[config.mk]
export PLATFORM = sky130hd
export DESIGN_NAME = nanoboot_image_loader
export DESIGN_NICKNAME = d
export VERILOG_FILES = /design/src/rtl/nanoboot_image_loader.sv
export SDC_FILE = /design/constraint.sdc
export NUM_CORES = 1
export LEC_CHECK = 0
export CAP_MARGIN = 20
export CORE_ASPECT_RATIO = 1.4
export CORE_MARGIN = 2
export CORE_UTILIZATION = 34
export CTS_CLUSTER_SIZE = 14
export DETAILED_ROUTE_END_ITERATION = 6
export GPL_ROUTABILITY_DRIVEN = 0
export GPL_TIMING_DRIVEN = 0
export PLACE_DENSITY = 0.59
export SYNTH_ARGS = -nofsm -noshare
export SYNTH_HDL_FRONTEND = slang
export SYNTH_SLANG_ARGS = --single-unit
[constraint.sdc]
create_clock -name clk -period 2.6 [get_ports clk]
set_input_delay 0.52 -clock clk [delete_from_list [all_inputs] [get_ports clk]]
set_output_delay 0.52 -clock clk [all_outputs]
set_load 0.005 [all_outputs]
[src/rtl/nanoboot_image_loader.sv]
// Boot image loader: pulls a NanoFS file word by word, checks magic/length/checksum,
// streams the payload into program memory and releases the CPU only on a valid image.
module nanoboot_image_loader #(
   parameter int             N           = 32,
   parameter int             ADDR_W      = 14,
   parameter int             BASE_ADDR   = 0,
   parameter logic [N-1:0]   MAGIC       = N'(32'h4E424F54),
   parameter logic [23:0]    TIMEOUT_CYC = 24'hFFFFFF
) (
   input  logic              clk,
   input  logic              rst,
   input  logic              start,
   output logic              busy,
   output logic              done,
   output logic [2:0]        error_code,
   output logic [ADDR_W:0]   words_loaded,
   output logic              cpu_rst,
   output logic              fs_start,
   input  logic              fs_busy,
   input  logic [N-1:0]      fs_data,
   output logic              fs_next_data,
   input  logic              fs_eof,
   input  logic              fs_file_not_found,
   input  logic              fs_err,
   output logic              mem_we,
   output logic [ADDR_W-1:0] mem_addr,
   output logic [N-1:0]      mem_wdata
);

   typedef enum logic [2:0] {
      S_IDLE, S_LAUNCH, S_SETTLE, S_WAIT, S_CONSUME, S_REQ, S_DONE, S_FAIL
   } state_t;

   typedef enum logic [1:0] {W_MAGIC, W_LEN, W_PAYLOAD, W_SUM} word_kind_t;

   localparam logic [N-1:0]      MAX_LEN = N'(1) << ADDR_W;
   localparam logic [ADDR_W-1:0] BASE    = ADDR_W'(BASE_ADDR);
   localparam logic [ADDR_W:0]   ONE     = {{ADDR_W{1'b0}}, 1'b1};

   state_t          state;
   word_kind_t      phase;
   logic [N-1:0]    word;
   logic            eof_seen;
   logic [ADDR_W:0] length;
   logic [N-1:0]    checksum;
   logic [23:0]     timeout_cnt;

   // The word is latched in WAIT, so CONSUME works from a stable copy even if the wrapper moves on.
   always_ff @(posedge clk) begin
      if (rst) begin
         state        <= S_IDLE;
         phase        <= W_MAGIC;
         word         <= '0;
         eof_seen     <= 1'b0;
         length       <= '0;
         checksum     <= '0;
         timeout_cnt  <= '0;
         busy         <= 1'b0;
         done         <= 1'b0;
         error_code   <= 3'd0;
         words_loaded <= '0;
         cpu_rst      <= 1'b1;
         fs_start     <= 1'b0;
         fs_next_data <= 1'b0;
         mem_we       <= 1'b0;
         mem_addr     <= '0;
         mem_wdata    <= '0;
      end else begin
         fs_start     <= 1'b0;
         fs_next_data <= 1'b0;
         mem_we       <= 1'b0;
         case (state)
            S_IDLE, S_DONE, S_FAIL: begin
               if (start) begin
                  state        <= S_LAUNCH;
                  phase        <= W_MAGIC;
                  busy         <= 1'b1;
                  done         <= 1'b0;
                  cpu_rst      <= 1'b1;
                  fs_start     <= 1'b1;
                  error_code   <= 3'd0;
                  words_loaded <= '0;
                  checksum     <= '0;
                  length       <= '0;
                  timeout_cnt  <= '0;
               end
            end
            default: begin
               // Wrapper failures take precedence over whatever word is in flight.
               if (fs_file_not_found) begin
                  state <= S_FAIL; busy <= 1'b0; error_code <= 3'd1;
               end else if (fs_err) begin
                  state <= S_FAIL; busy <= 1'b0; error_code <= 3'd2;
               end else begin
                  case (state)
                     S_LAUNCH: state <= S_SETTLE;
                     S_SETTLE: begin
                        timeout_cnt <= '0;
                        state       <= S_WAIT;
                     end
                     S_WAIT: begin
                        if (!fs_busy) begin
                           word     <= fs_data;
                           eof_seen <= fs_eof;
                           state    <= S_CONSUME;
                           if (phase == W_PAYLOAD) begin
                              mem_we    <= 1'b1;
                              mem_wdata <= fs_data;
                              mem_addr  <= BASE + words_loaded[ADDR_W-1:0];
                           end
                        end else if (timeout_cnt >= TIMEOUT_CYC - 24'd1) begin
                           state <= S_FAIL; busy <= 1'b0; error_code <= 3'd7;
                        end else begin
                           timeout_cnt <= timeout_cnt + 24'd1;
                        end
                     end
                     S_CONSUME: begin
                        case (phase)
                           W_MAGIC: begin
                              if (word != MAGIC) begin
                                 state <= S_FAIL; busy <= 1'b0; error_code <= 3'd3;
                              end else if (eof_seen) begin
                                 state <= S_FAIL; busy <= 1'b0; error_code <= 3'd5;
                              end else begin
                                 phase <= W_LEN; fs_next_data <= 1'b1; state <= S_REQ;
                              end
                           end
                           W_LEN: begin
                              if (word == '0 || word > MAX_LEN) begin
                                 state <= S_FAIL; busy <= 1'b0; error_code <= 3'd4;
                              end else if (eof_seen) begin
                                 state <= S_FAIL; busy <= 1'b0; error_code <= 3'd5;
                              end else begin
                                 length <= word[ADDR_W:0];
                                 phase  <= W_PAYLOAD; fs_next_data <= 1'b1; state <= S_REQ;
                              end
                           end
                           W_PAYLOAD: begin
                              checksum     <= checksum + word;
                              words_loaded <= words_loaded + ONE;
                              if (words_loaded + ONE == length) phase <= W_SUM;
                              if (eof_seen) begin
                                 state <= S_FAIL; busy <= 1'b0; error_code <= 3'd5;
                              end else begin
                                 fs_next_data <= 1'b1; state <= S_REQ;
                              end
                           end
                           W_SUM: begin
                              busy <= 1'b0;
                              if (word == checksum) begin
                                 state <= S_DONE; done <= 1'b1; cpu_rst <= 1'b0;
                              end else begin
                                 state <= S_FAIL; error_code <= 3'd6;
                              end
                           end
                           default: ;
                        endcase
                     end
                     S_REQ:   state <= S_SETTLE;
                     default: ;
                  endcase
               end
            end
         endcase
      end
   end

endmodule

After elaboration in Yosys (flattened, before gate mapping)
Index checks and enable logic that the tools add are counted.
{"block": "totals", "ff_bits": 179, "input_bits": 39}
{"block": "classes", "add_sub_neg": 3, "magnitude_cmp": 2, "eq_ne": 29, "n_mux": 90, "bitwise_logic": 6, "reduce_logical": 28}
{"op": "2-to-1 mux 15 bit", "count": 13}
{"op": "2-to-1 mux 32 bit", "count": 6}
{"op": "2-to-1 mux 24 bit", "count": 6}
{"op": "case mux 24 bit (2 select lines)", "count": 1}
{"op": "2-to-1 mux 3 bit", "count": 15}
{"op": "case mux 3 bit (4 select lines)", "count": 3}
{"op": "adder 32 bit", "count": 1}
{"op": "equality test 32 bit", "count": 1}
{"op": "greater-than comparator 32 x 15 -> 1 bit (second input constant)", "count": 1}
{"op": "zero test 32 bit", "count": 1}
{"op": "inequality test 32 x 31 -> 1 bit (second input constant)", "count": 1}
{"op": "2-to-1 mux 1 bit", "count": 28}
{"op": "2-to-1 mux 2 bit", "count": 13}
{"op": "adder 24 x 1 -> 24 bit (second input constant)", "count": 1}
{"op": "greater-or-equal comparator 24 bit (second input constant)", "count": 1}
{"op": "inequality test 3 bit (second input constant)", "count": 6}
{"op": "AND reduction 6 bit", "count": 3}
{"op": "adder 15 x 1 -> 15 bit (second input constant)", "count": 1}
{"op": "equality test 15 bit", "count": 1}
{"op": "AND reduction 5 bit", "count": 3}
{"op": "equality test 3 bit (second input constant)", "count": 4}
{"op": "inequality test 5 bit (second input constant)", "count": 2}
{"op": "AND reduction 10 bit", "count": 1}
{"op": "nonzero test 2 bit", "count": 5}
{"op": "29 further kinds", "count": 40}

Depth between registers and ports, before layout
{"block": "depth", "ltp_word": 8, "mapped_depth": 12, "ltp_nobuf": 11}

Worst setup path before layout
Ideal clock, no wire load.
{"block": "synth_timing", "path_type": "register -> register", "from": "register words_loaded[1]", "to": "register phase[1]", "setup_ps": 63, "arrival_time_ps": 2686, "required_ps": 2537, "path_slack_ps": -149, "path_stages_with_launch": 12, "synth_period_minus_slack_ps": 2749, "path_cell_list": "dfxtp_1 ha_1 nand2_1 or4_4 buf_6 or3_1 o41ai_2 nor2b_1 nor4_2 o211ai_2 mux2_4 nor2_2"}
{"block": "synth_via", "elab_chain_len": 4}
{"item": "start: declaration", "line": "16", "rtl": "output logic [ADDR_W:0] words_loaded,"}
{"item": "start signal: assignment", "line": "140", "rtl": "words_loaded <= words_loaded + ONE;"}
{"item": "adder 15 x 1 -> 15 bit", "line": "141", "rtl": "if (words_loaded + ONE == length) phase <= W_SUM;"}
{"item": "equality test 15 bit", "line": "141"}
{"item": "inequality test 3 x 1 -> 1 bit (no source line)"}
{"item": "AND reduction 10 bit (no source line)"}
{"item": "end signal: assignment", "line": "125", "rtl": "phase <= W_LEN; fs_next_data <= 1'b1; state <= S_REQ;"}
{"item": "end signal: assignment", "line": "135", "rtl": "phase <= W_PAYLOAD; fs_next_data <= 1'b1; state <= S_REQ;"}
{"item": "end signal: assignment", "line": "141"}
{"item": "end: declaration", "line": "41", "rtl": "word_kind_t phase;"}
Every way passes these cells.
A chain may end at the register's enable or synchronous reset.

Final worst setup path
{"block": "layout_timing", "from": "register word[30]", "to": "register phase[1]"}
{"block": "layout_via", "elab_chain_len": 4, "word_cells_on_any_way": 7, "classes_between": "order compare (1); eq/ne (3); reduce/logical (3)"}
{"item": "start: declaration", "line": "42", "rtl": "logic [N-1:0] word;"}
{"item": "start signal: assignment", "line": "103", "rtl": "word <= fs_data;"}
{"item": "greater-than comparator 32 x 15 -> 1 bit / zero test 32 bit (equally long branches)", "line": "129", "rtl": "if (word == '0 || word > MAX_LEN) begin"}
{"item": "logical OR 1 bit", "line": "129"}
{"item": "inequality test 3 bit (no source line)"}
{"item": "AND reduction 10 bit (no source line) *"}
Every way passes the cells marked *; elsewhere a longest branch is shown, timed or not.

==> results.md <==
Setup path:
- STA classifies the critical path startpoint as a register.
- Of all nets on the critical path, the largest fanout is 5.
- The critical path data arrival time is ~3000 ps.
- Data on the critical path is required at its endpoint by approximately 3000 ps.
- Counting cells, the worst reg-to-reg path comes to 9.
- The endpoint type of the worst setup path is a register.
- The register-to-register setup slack is -20 ps.
- The critical path is of the reg -> reg type.
- The startpoint of the worst register-to-register path is word[30]$_SDFFE_PP0P_.
- The endpoint of the worst register-to-register path is phase[1]$_SDFFE_PP0P_.

Timing:
- The minimum setup slack in the final design is -24.8 ps.
- Setup repair after global routing could not meet its margin everywhere.
- At the pin with the least slew margin, the transition time is roughly 830 ps.
- The time the worst path needs with I/O delays and setup is around 2600 ps.
- Dividing the final minimum period by the clock period gives 1.01.
- The highest clock frequency the design can meet is roughly 0.38 GHz.
- The final-report max-slew violation count is 0.
- For the final database, setup skew stands at 15.8 ps.
- The setup violation total in the final timing report is 1.
- The count of endpoints failing hold in the final timing report is 0.
- The relative slew slack is 0.450.

Global route:
- The wire length of the first global-routing pass is roughly 45 mm.
- The global-route track usage on met3 is 0.0380.
- In this run the most used layer during global routing was met2.
- The via count of the first global-routing pass is roughly 8,500.
- The total congestion overflow is 0.
- For this run, global-route usage on met1 was measured as 0.244.
- The global-route total usage across every layer is 0.202.
- The largest net degree at the start of global routing is 19.
- The number of antenna violations at the first check in global routing is 0.
- The routing usage on met2 is 0.357.

Yosys:
- The area share of the largest cell type after synthesis is 0.391.
- The most frequent cell after synthesis is nand2_1.
- The number of register bits inferred by synthesis is roughly 180.
- In this run, synthesis inferred 0 flip-flops with an integrated enable.
- Synthesis produced a netlist with a net count of between 1,000 and 1,500.
- The number of different library cells in the post-synthesis netlist is 74.
- Summed over all instances, the cell type with the most area after synthesis is dfxtp_1.
- By count the netlist is led by nand2_1 (239), dfxtp_1 (179), a21oi_1 (147), nor2_1 (137), clkbuf_1 (71).
- The async set-reset flop share out of synthesis is 0.
- The Yosys step of the flow raised 0 warnings.
- Sorting the synthesized cells by area gives the leading types as dfxtp_1 (39%), nand2_1 (9.8%), a21oi_1 (8.0%).
- The sequential fraction of the synthesis area is 0.391.
- The main flop type after synthesis is dfxtp_1.
- The average instance area after synthesis is approximately 7.7 sq um.
- The cell count after synthesis is between 1,000 and 1,500.
- The netlist area before placement is about 9200 sq um.

CTS:
- The CTS tree is yes.
- The number of clock buffers added by TritonCTS is 17.
- The maximum number of buffers from clock root to sink is 2.
- The cts-stage hold buffer count is 0.
- The TritonCTS sink count is 179.
- The worst-skew pair later-pin latency is ~460 ps.
- Clock-pin slew was measured on the worst setup and hold paths at 80 ps.
- In this run the clock root is driven by a clkbuf_16.
- The H-tree was split into 4 levels.

Floorplanning:
- After floorplanning, the core was divided into 71 placement rows.
- The starting utilization of the core area is 0.343.
- The number of primary I/O pins is between 100 and 150.
- The die is approximately 200 microns tall.
- From left edge to right edge, the die measures between 100 and 150 microns.
- The die covers between 20,000 and 30,000 sq um.
- The area of the core is 26,700 sq um.

Layout:
- The finished layout holds around 1,700 standard cells, fillers aside.
- The number of antenna diodes in the final layout is 0.
- In the final design database the tool counted ~1,400 nets.
- Relative to the synthesized area, the layout overhead comes to 29.6%.
- The number of fill cells is 2,689.
- The fraction of final layout cells sized beyond drive strength 1 is 0.139.

Routing:
- The number of search-and-repair iterations in the first detailed-routing pass is 5.
- Dividing the detail-routed wire length by the instance count gives around 17 microns.
- Across all layers, the routed design uses 8,946 vias.
- The final layout contains routed wiring with a total length of 28.6 mm.
- The number of nets with antenna violations after detailed routing is 0.
- The detailed router finished its first iteration with between 500 and 600 violations.
- After detailed routing, the number of remaining DRC violations is 0.
- The via density per instance is around 5.2.

Placement:
- The number of instances in the placed design is about 1,700.
- The placed wire-length estimate is 21.0 mm.
- The count of input and output buffers is between 100 and 150.

Power and ir drop:
- The leakage power summed over all cells is between 4 and 5 nW.
- Power spread over the standard cell area amounts to 494 nW/um^2.
- Across the VDD grid, the largest voltage drop is 0.466 mV.
- The power after layout is around 5.9 mW.

Run status:
- The final reports fail on setup timing.
- The run finished, with violations left.

Run:
- The number of max-cap violations is 0.

Worst hold path:
- The cell count of the worst hold path is 2.
- The tightest min-delay check is of the reg -> reg type.
- The worst hold path begins at mem_addr[9]$_SDFFE_PP0P_.
- For hold timing, the worst endpoint is mem_addr[9]$_SDFFE_PP0P_.
[where the power goes]
group,total [mW],internal [mW],switching [mW],leakage (nW)
clock,2.56,1.29,1.27,0.274
combinational,0.528,0.198,0.330,2.60
sequential,2.79,2.76,0.0307,1.46
[state kept, by name, summed over array words and instances, names as in the netlist]
name and flops:
checksum 32, mem_wdata 32, word 32, timeout_cnt 24, length 15, words_loaded 15, mem_addr 14, error_code 3
state 3, phase 2, busy 1, cpu_rst 1, done 1, eof_seen 1, fs_next_data 1, fs_start 1
mem_we 1
[repair_timing]
item,in CTS,in global routing
resized for setup,95,69
endpoints found under the setup margin,117,122
pin swaps,9,25
gates cloned,0,0
buffers inserted,4,16
[cells by family after synthesis]
logic type	Yosys count	share of synthesized area
xor gates and xnor gates	64	0.0611
muxes	5	0.00614
AOI/OAI and AO/OA	304	0.203
and+or+nand+nor	511	0.246
adders and majority gates	39	0.0540
DFF	179	0.391
buffers and inverters	94	0.0397
[metrics by stage]
step / setup TNS [ps] / hold slack [ps] / worst slack, ps / instance area [sq um] / utilization
after global placement: -125170 / 442 / -1440 / 10700 / 0.401
after CTS: -83.4 / 458 / -83.4 / 11600 / 0.434
after floorplan: -17.9 / 430 / -17.9 / 9190 / -
final: -24.8 / 455 / -24.8 / 11900 / 0.445
after detailed placement: -73340 / 448 / -1010 / 10700 / 0.401
after global routing: -347 / 475 / -104 / 11900 / 0.445
[layout make-up]
| cell class | count | area (sq um) | share of cell area |
|---|---|---|---|
| multi-input combinational | 923 | 5640 | 0.474 |
| sequential | 179 | 3650 | 0.307 |
| timing repair buffer | 127 | 1220 | 0.102 |
| tap | 365 | 457 | 0.0384 |
| clock buffer | 18 | 439 | 0.0369 |
| buffer | 64 | 283 | 0.0238 |
| clock inverter | 14 | 144 | 0.0121 |
| inverter | 17 | 63.8 | 0.00536 |
[cell usage in the layout (no fill, tap or decap), types with 5 or more instances in the layout]
| cell type | n |
|---|---|
| nand2_1 | 237 |
| dfxtp_1 | 146 |
| a21oi_1 | 145 |
| nor2_1 | 132 |
| clkdlybuf4s50_1 | 104 |
| clkbuf_1 | 42 |
| o21ai_0 | 40 |
| xnor2_1 | 33 |
| xor2_1 | 31 |
| ha_1 | 25 |
| dfxtp_2 | 23 |
| nor3_1 | 22 |
| nand3_1 | 22 |
| buf_4 | 22 |
| a21o_1 | 21 |
| inv_1 | 17 |
| a22o_1 | 17 |
| clkbuf_16 | 17 |
| nand4_1 | 16 |
| clkbuf_2 | 15 |
| a22oi_1 | 15 |
| nor4_1 | 11 |
| dfxtp_4 | 10 |
| ha_4 | 9 |
| nand3b_1 | 6 |
| nor4_2 | 6 |
| a31oi_1 | 6 |
| or3_1 | 5 |
| nor2_2 | 5 |
| nor2b_1 | 5 |
[how the worst max path moves through the flow]
stage,from,endpoint,cells after the start
detailed placement,fs_file_not_found,checksum[29]$_SDFFE_PP0P_,8
floorplan,words_loaded[2]$_SDFFE_PP0P_,phase[1]$_SDFFE_PP0P_,11
global route,word[4]$_SDFFE_PP0P_,phase[1]$_SDFFE_PP0P_,9
CTS,words_loaded[2]$_SDFFE_PP0P_,phase[1]$_SDFFE_PP0P_,11
finish,word[30]$_SDFFE_PP0P_,phase[1]$_SDFFE_PP0P_,9
global placement,fs_file_not_found,mem_addr[0]$_SDFFE_PP0P_,9
[critical path, stage by stage (launching register included)]
cell and delay (ps):
dfxtp_4 410, nand4_1 190, or4_1 430, or3_4 390, or2_4 270, a211oi_2 210
a211o_1 150, o211ai_2 130, mux2_4 330, nor2_2 70
[routing by layer]
layer / part of all wire / up-vias / wire (microns)
met3: 0.051 / 42 / 1450
met4: 0.021 / 0 / 603
met1: 0.43 / 4219 / 12300
met2: 0.50 / 246 / 14200
li1: - / 4439 / -
met5: 0 / - / 0
No activity file was read; power rests on OpenSTA's default activity.
